==> src/rtl/usb_frame_scheduler.sv <==
// usb_frame_scheduler: 1 ms frame timer, SOF issue and single-transaction
// sequencing towards the host transaction controller. A guard band before
// each frame boundary stops new transactions from being launched.
module usb_frame_scheduler #(
    parameter int FRAME_PERIOD = 48000,
    parameter int GUARD_CYCLES = 2000
) (
    input  logic        clk,
    input  logic        rst,
    input  logic        sofEnable,
    input  logic        swTransReq,
    input  logic [1:0]  swTransType,
    output logic        swTransBusy,
    output logic        swTransDone,
    output logic        transReq,
    output logic [1:0]  transType,
    input  logic        transDone,
    input  logic        clearTXReq,
    output logic        sofTxReq,
    input  logic        sofTxDone,
    output logic [10:0] frameNum,
    output logic        sofSent,
    output logic [15:0] frameTimer
);

    typedef enum logic [1:0] {
        IDLE,
        SOF_TX,
        TRANS_ACT,
        TRANS_WAIT
    } state_e;

    localparam logic [15:0] LAST_TICK    = 16'(FRAME_PERIOD - 1);
    localparam logic [15:0] LAUNCH_LIMIT = 16'(FRAME_PERIOD - GUARD_CYCLES);
    localparam logic [3:0]  WAIT_LAST    = 4'd15;

    state_e      state;
    state_e      nextState;
    logic        sofDue;
    logic [1:0]  latchedType;
    logic [3:0]  waitCnt;
    logic        frameWrap;
    logic        launchOk;
    logic        transComplete;
    logic        swCapture;
    logic        sofStart;
    logic        transStart;

    assign frameWrap     = sofEnable && (frameTimer == LAST_TICK);
    assign launchOk      = !sofEnable || (frameTimer < LAUNCH_LIMIT);
    // Either completion strobe from the host controller ends the transaction.
    assign transComplete = clearTXReq || transDone;
    // A request coinciding with the done pulse is dropped, not queued.
    assign swCapture     = swTransReq && !swTransBusy && !swTransDone;
    assign sofStart      = (state == IDLE) && (nextState == SOF_TX);
    assign transStart    = (state == IDLE) && (nextState == TRANS_ACT);

    // Frame timer and sticky SOF-due flag.
    // NOTE: sequential state uses non-blocking assignments so every register samples pre-edge values.
    always_ff @(posedge clk) begin
        if (rst) begin
            frameTimer <= '0;
            sofDue     <= 1'b0;
        end else if (!sofEnable) begin
            frameTimer <= '0;
            sofDue     <= 1'b0;
        end else begin
            if (frameWrap) begin
                frameTimer <= '0;
            end else begin
                frameTimer <= frameTimer + 16'd1;
            end
            // A fresh boundary wins over the clear so it is never lost.
            if (frameWrap) begin
                sofDue <= 1'b1;
            end else if (sofStart) begin
                sofDue <= 1'b0;
            end
        end
    end

    // FSM state register.
    always_ff @(posedge clk) begin
        if (rst) begin
            state <= IDLE;
        end else begin
            state <= nextState;
        end
    end

    // FSM next-state logic; SOF beats a pending transaction in IDLE.
    always_comb begin
        // NOTE: default first so no path leaves nextState unassigned (no latch).
        nextState = state;
        unique case (state)
            IDLE: begin
                if (sofDue) begin
                    nextState = SOF_TX;
                end else if (swTransBusy && launchOk) begin
                    nextState = TRANS_ACT;
                end
            end
            SOF_TX: begin
                if (sofTxDone) begin
                    nextState = IDLE;
                end
            end
            TRANS_ACT: begin
                if (transComplete) begin
                    nextState = TRANS_WAIT;
                end
            end
            TRANS_WAIT: begin
                if (waitCnt == WAIT_LAST) begin
                    nextState = IDLE;
                end
            end
            default: nextState = IDLE;
        endcase
    end

    // Software request capture, busy flag and completion pulse.
    always_ff @(posedge clk) begin
        if (rst) begin
            swTransBusy <= 1'b0;
            swTransDone <= 1'b0;
            latchedType <= '0;
        end else begin
            swTransDone <= (state == TRANS_ACT) && transComplete;
            if ((state == TRANS_ACT) && transComplete) begin
                swTransBusy <= 1'b0;
            end else if (swCapture) begin
                swTransBusy <= 1'b1;
                latchedType <= swTransType;
            end
        end
    end

    // Registered handshake outputs, frame number and post-transaction delay.
    always_ff @(posedge clk) begin
        if (rst) begin
            transReq  <= 1'b0;
            transType <= '0;
            sofTxReq  <= 1'b0;
            sofSent   <= 1'b0;
            frameNum  <= '0;
            waitCnt   <= '0;
        end else begin
            transReq <= (nextState == TRANS_ACT);
            sofTxReq <= (nextState == SOF_TX);
            sofSent  <= (state == SOF_TX) && sofTxDone;
            // transType only changes at launch so it is stable while transReq=1.
            if (transStart) begin
                transType <= latchedType;
            end
            if ((state == SOF_TX) && sofTxDone) begin
                frameNum <= frameNum + 11'd1;
            end
            if (state == TRANS_WAIT) begin
                waitCnt <= waitCnt + 4'd1;
            end else begin
                waitCnt <= '0;
            end
        end
    end

endmodule
==> config.mk <==
export PLATFORM = sky130hd
export DESIGN_NAME = usb_frame_scheduler
export DESIGN_NICKNAME = d
export VERILOG_FILES = /design/src/rtl/usb_frame_scheduler.sv
export SDC_FILE = /design/constraint.sdc
export NUM_CORES = 1
export LEC_CHECK = 0
export CAP_MARGIN = 20
export CORE_MARGIN = 2
export CORE_UTILIZATION = 52
export CTS_CLUSTER_DIAMETER = 30
export DETAILED_ROUTE_END_ITERATION = 7
export PLACE_DENSITY = 0.81
export RECOVER_POWER = 25
export SLEW_MARGIN = 10
export SYNTH_ARGS = -nofsm -noshare
export SYNTH_HDL_FRONTEND = slang
export SYNTH_SLANG_ARGS = --single-unit
export TNS_END_PERCENT = 1
==> constraint.sdc <==
create_clock -name clk -period 4.3 [get_ports clk]
set_input_delay 0.43 -clock clk [delete_from_list [all_inputs] [get_ports clk]]
set_output_delay 0.43 -clock clk [all_outputs]
set_load 0.02 [all_outputs]
==> impl_summary.log <==
INFO  metric synth_ff_type = sky130_fd_sc_hd__dfxtp_1
INFO  metric tritoncts = built
INFO  metric synthesis.yosys.warnings = 0
INFO  metric layout_min_cycle_time = 2130 ps
INFO  metric async_flop_share = 0
INFO  metric clkSinkCount = 43
INFO  metric cts.repair.resized = 0
INFO  metric grt_start_max_net_pins = 20
INFO  metric ys_seq_elements = 43
INFO  metric final_hold_viol_count = 0
INFO  metric worst_hold_path.endpoint = waitCnt[0]
INFO  metric max_clock_freq = 469 MHz
INFO  metric status = finished, final reports clean
INFO  metric postCtsSetupBuffers = 0
INFO  metric dieArea = 3990 µm²
INFO  metric layout.nets = 264
INFO  metric cts.clk_slew.worst_paths = 110 ps
INFO  metric postLayoutCoreUtil = 0.700
INFO  metric vias = 1,540
INFO  metric detail_route.wl_per_cell = 11.6 µm
INFO  metric reg_to_reg_start = frameTimer[0]
INFO  metric remaining_drc_errors = 0
INFO  metric internal-power = roughly 0.55 mW
INFO  metric synthDominantCellAreaShare = 0.473
INFO  metric clockBufferDepth = 2
INFO  metric htreeDepth = 2
INFO  metric cell_row_count = 21
INFO  metric antenna_viol_nets_final = 0
INFO  metric final_layout_size_suffix_gt1_frac = 0.0356
INFO  metric postRouteWirelength = 3.47 mm
INFO  metric startpoint_type = input pin
INFO  metric cell_by_cell_trace_of_the_critical_path = dlygate4sd3_1, clkinv_1, nand2_1, a21o_2, nor2_1
INFO  metric finalWeightedCongestion = 0.840
INFO  metric timing.hold.worst.class = flip-flop to flip-flop
INFO  metric drtIter0Drc = between 60 and 70
INFO  metric power.clock.fraction = 0.305
INFO  metric detailedPlacementHpwl = 2.48 mm
INFO  metric setup_viol = 0
INFO  metric rsz0062_at_grt = false
INFO  metric synthDominantAreaCellType = sky130_fd_sc_hd__dfxtp_1
INFO  metric timing.reg2reg.worst_path_depth = 5
INFO  metric power_switching_share = 0.244
INFO  metric avgSynthCellArea = 8.79 µm²
INFO  metric pwr-share-seq = 0.589
INFO  metric antenna_cells = 0
INFO  metric slew_violations = 0
INFO  metric yosys.cell_types.count = 34
INFO  metric setup_tns = 0 ps
INFO  metric post-synth-top-count-cell = sky130_fd_sc_hd__dfxtp_1
INFO  metric combPwrFrac = 0.107
INFO  metric ys_top_cells_by_area = sky130_fd_sc_hd__dfxtp_1 (47%), sky130_fd_sc_hd__xnor2_1 (9.1%), sky130_fd_sc_hd__nor2_1 (8.2%)
INFO  metric cp_slowest_stage_delay = 960 ps
INFO  metric vdd.ir_drop.worst = 0.000231 V
INFO  metric io_buffer_count = between 40 and 50
INFO  metric grtUsageTotal = 0.192
INFO  metric timing.critical_path.slowest_stage_cell = sky130_fd_sc_hd__dlygate4sd3_1
INFO  metric maxSlewHeadroom = 0.565
INFO  metric critical_path_class = input pin to flip-flop
INFO  metric critPathTopFamily = buffers and inverters
INFO  metric timing.critical_path.required = between 4000 and 5000 ps
INFO  metric number_of_flops_mapped_to_enable_cells_by_yosys = 0
INFO  metric ctsHoldBuffers = 0
INFO  metric total_switching_power = between 0.15 and 0.2 mW
INFO  metric wire_length_of_the_first_global_routing_pass = 6.06 mm
INFO  metric regToRegEndpoint = frameTimer[6]
INFO  metric cts_root_buffer = sky130_fd_sc_hd__clkbuf_4
INFO  metric crit_arrival = 2370 ps
INFO  metric worst_hold_startpoint = waitCnt[0]
INFO  metric post_synth_most_frequent_cells = sky130_fd_sc_hd__dfxtp_1 (43), sky130_fd_sc_hd__nor2_1 (40), sky130_fd_sc_hd__xnor2_1 (19)
INFO  metric clock_buffers_created_by_tritoncts = 5
INFO  metric ff_latch_area = roughly 860 µm²
INFO  metric pwr_dens = 309 nW/µm²
INFO  metric leakagePower = 0.782 nW
INFO  metric worst-slew-pin-transition = 651 ps
INFO  metric hold-path-cell-count = 1
INFO  metric critical_path_peak_fanout = 19
INFO  metric first_global_vias = 1,421
INFO  metric post_synth_design_cell_area = 1820 µm²
INFO  metric multi_input_area = 891 µm²
INFO  metric drt_pass1_iterations = 4
INFO  metric layout.filler_cells = approximately 300
INFO  metric die_h = 63.2 µm
INFO  metric postSynthNetCount = 219
INFO  metric ys_seq_area_frac = 0.473
INFO  metric antenna_found_initial = 0
INFO  metric core_area = roughly 3300 µm²
INFO  metric grt_remaining_overflow = 0
INFO  metric worstSkewPairLatency = about 350 ps
INFO  metric setup_skew = 10.8 ps
INFO  metric synthesis.instances = slightly above 200
INFO  metric die_x = 63.2 µm
INFO  metric drt-vias-per-instance = a little over 5
INFO  metric flow.area_growth_from_synthesis = 28.3%
INFO  metric min_period_over_period = 0.496
INFO  metric end_kind = flip-flop
INFO  metric initial_utilization = 0.546
INFO  metric crit_buf_inv = 2
INFO  metric reg2reg_slack = 2450 ps
INFO  metric ios = 43
INFO  metric timing.max_cap.violations = 0
state kept, by name (all words and copies together) (netlist names):
name and count:
frameTimer 16, frameNum 11, swTransBusy 1, sofSent 1
waitCnt 4, transReq 1, sofTxReq 1, transType 2
swTransDone 1, sofDue 1, state 2, latchedType 2
through the flow:
| stage | instance area (µm²) | power, mW | hold WS, ps | worst slack (ps) | instances |
|---|---|---|---|---|---|
| finish | 2340 | 0.721 | 458 | 2170 | 299 |
| detailed placement | 2270 | 0.513 | 445 | 1840 | 291 |
| floorplan | 1820 | 0.485 | 418 | 2520 | 207 |
| global placement | 2270 | 0.512 | 436 | 1920 | 291 |
| CTS | 2340 | 0.732 | 461 | 2230 | 299 |
| global route | 2340 | 0.753 | 500 | 1990 | 299 |
layout by cell type (no fill, tap or decap), types with 5 or more instances in the layout:
cell type and count:
sky130_fd_sc_hd__dfxtp_1 43, sky130_fd_sc_hd__nor2_1 40, sky130_fd_sc_hd__clkdlybuf4s50_1 36, sky130_fd_sc_hd__xnor2_1 19, sky130_fd_sc_hd__nand2_1 14, sky130_fd_sc_hd__nand3_1 12, sky130_fd_sc_hd__nor3_1 9, sky130_fd_sc_hd__inv_1 9
sky130_fd_sc_hd__nor4_1 8, sky130_fd_sc_hd__a21oi_1 6, sky130_fd_sc_hd__dlygate4sd3_1 6, sky130_fd_sc_hd__o21ai_0 5, sky130_fd_sc_hd__mux2i_1 5, sky130_fd_sc_hd__clkbuf_4 5
worst max path at each step:
stage          depth (start not counted)           from              to  slack [ps]
2_1_floorplan                          6  frameTimer[0]   frameTimer[0]        2520
3_3_place_gp                           5            rst  frameTimer[13]        1920
3_5_place_dp                           5            rst  frameTimer[10]        1840
4_1_cts                                5            rst   frameTimer[6]        2230
5_1_grt                                5            rst  frameTimer[10]        1990
6_report                               5            rst   frameTimer[6]        2170
kinds of logic (layout without fill, tap and decap cells):
| logic type | count (synthesis) | count (layout) | share of synthesized area |
|---|---|---|---|
| multiplexers | 5 | 5 | 0.0275 |
| adder cells (fa/ha/maj) | 3 | 3 | 0.0206 |
| AO/OA/AOI/OAI | 19 | 19 | 0.0667 |
| buffers and inverters | 14 | 60 | 0.0378 |
| flip-flops | 43 | 43 | 0.473 |
| XOR/XNOR | 23 | 23 | 0.111 |
| AND/OR/NAND/NOR | 100 | 100 | 0.264 |
power groups by stage:
| stage | clock, mW | combinational (mW) | sequential [mW] |
|---|---|---|---|
| 2_1_floorplan | 0 | 0.0462 | 0.439 |
| 3_3_place_gp | 0 | 0.0785 | 0.434 |
| 3_5_place_dp | 0 | 0.0793 | 0.434 |
| 4_1_cts | 0.227 | 0.0797 | 0.425 |
| 5_1_grt | 0.241 | 0.0851 | 0.427 |
| 6_report | 0.220 | 0.0771 | 0.425 |
routing by layer:
| layer | GRT usage | part of all wire | vias up | wire length (µm) |
|---|---|---|---|---|
| li1 | - | - | 797 | - |
| met1 | 0.232 | 0.47 | 695 | 1650 |
| met2 | 0.306 | 0.44 | 39 | 1540 |
| met3 | 0.0429 | 0.050 | 9 | 173 |
| met4 | 0.130 | 0.033 | 0 | 116 |
| met5 | 0 | 0 | - | 0 |
final cells by class:
type | instances | area share
clock buffers | 8 | 0.0295
inverters | 10 | 0.0161
flip-flops and latches | 43 | 0.369
well taps | 46 | 0.0246
repair buffers | 42 | 0.180
multi-input cells | 150 | 0.381
No activity file was read; power rests on OpenSTA's default activity.
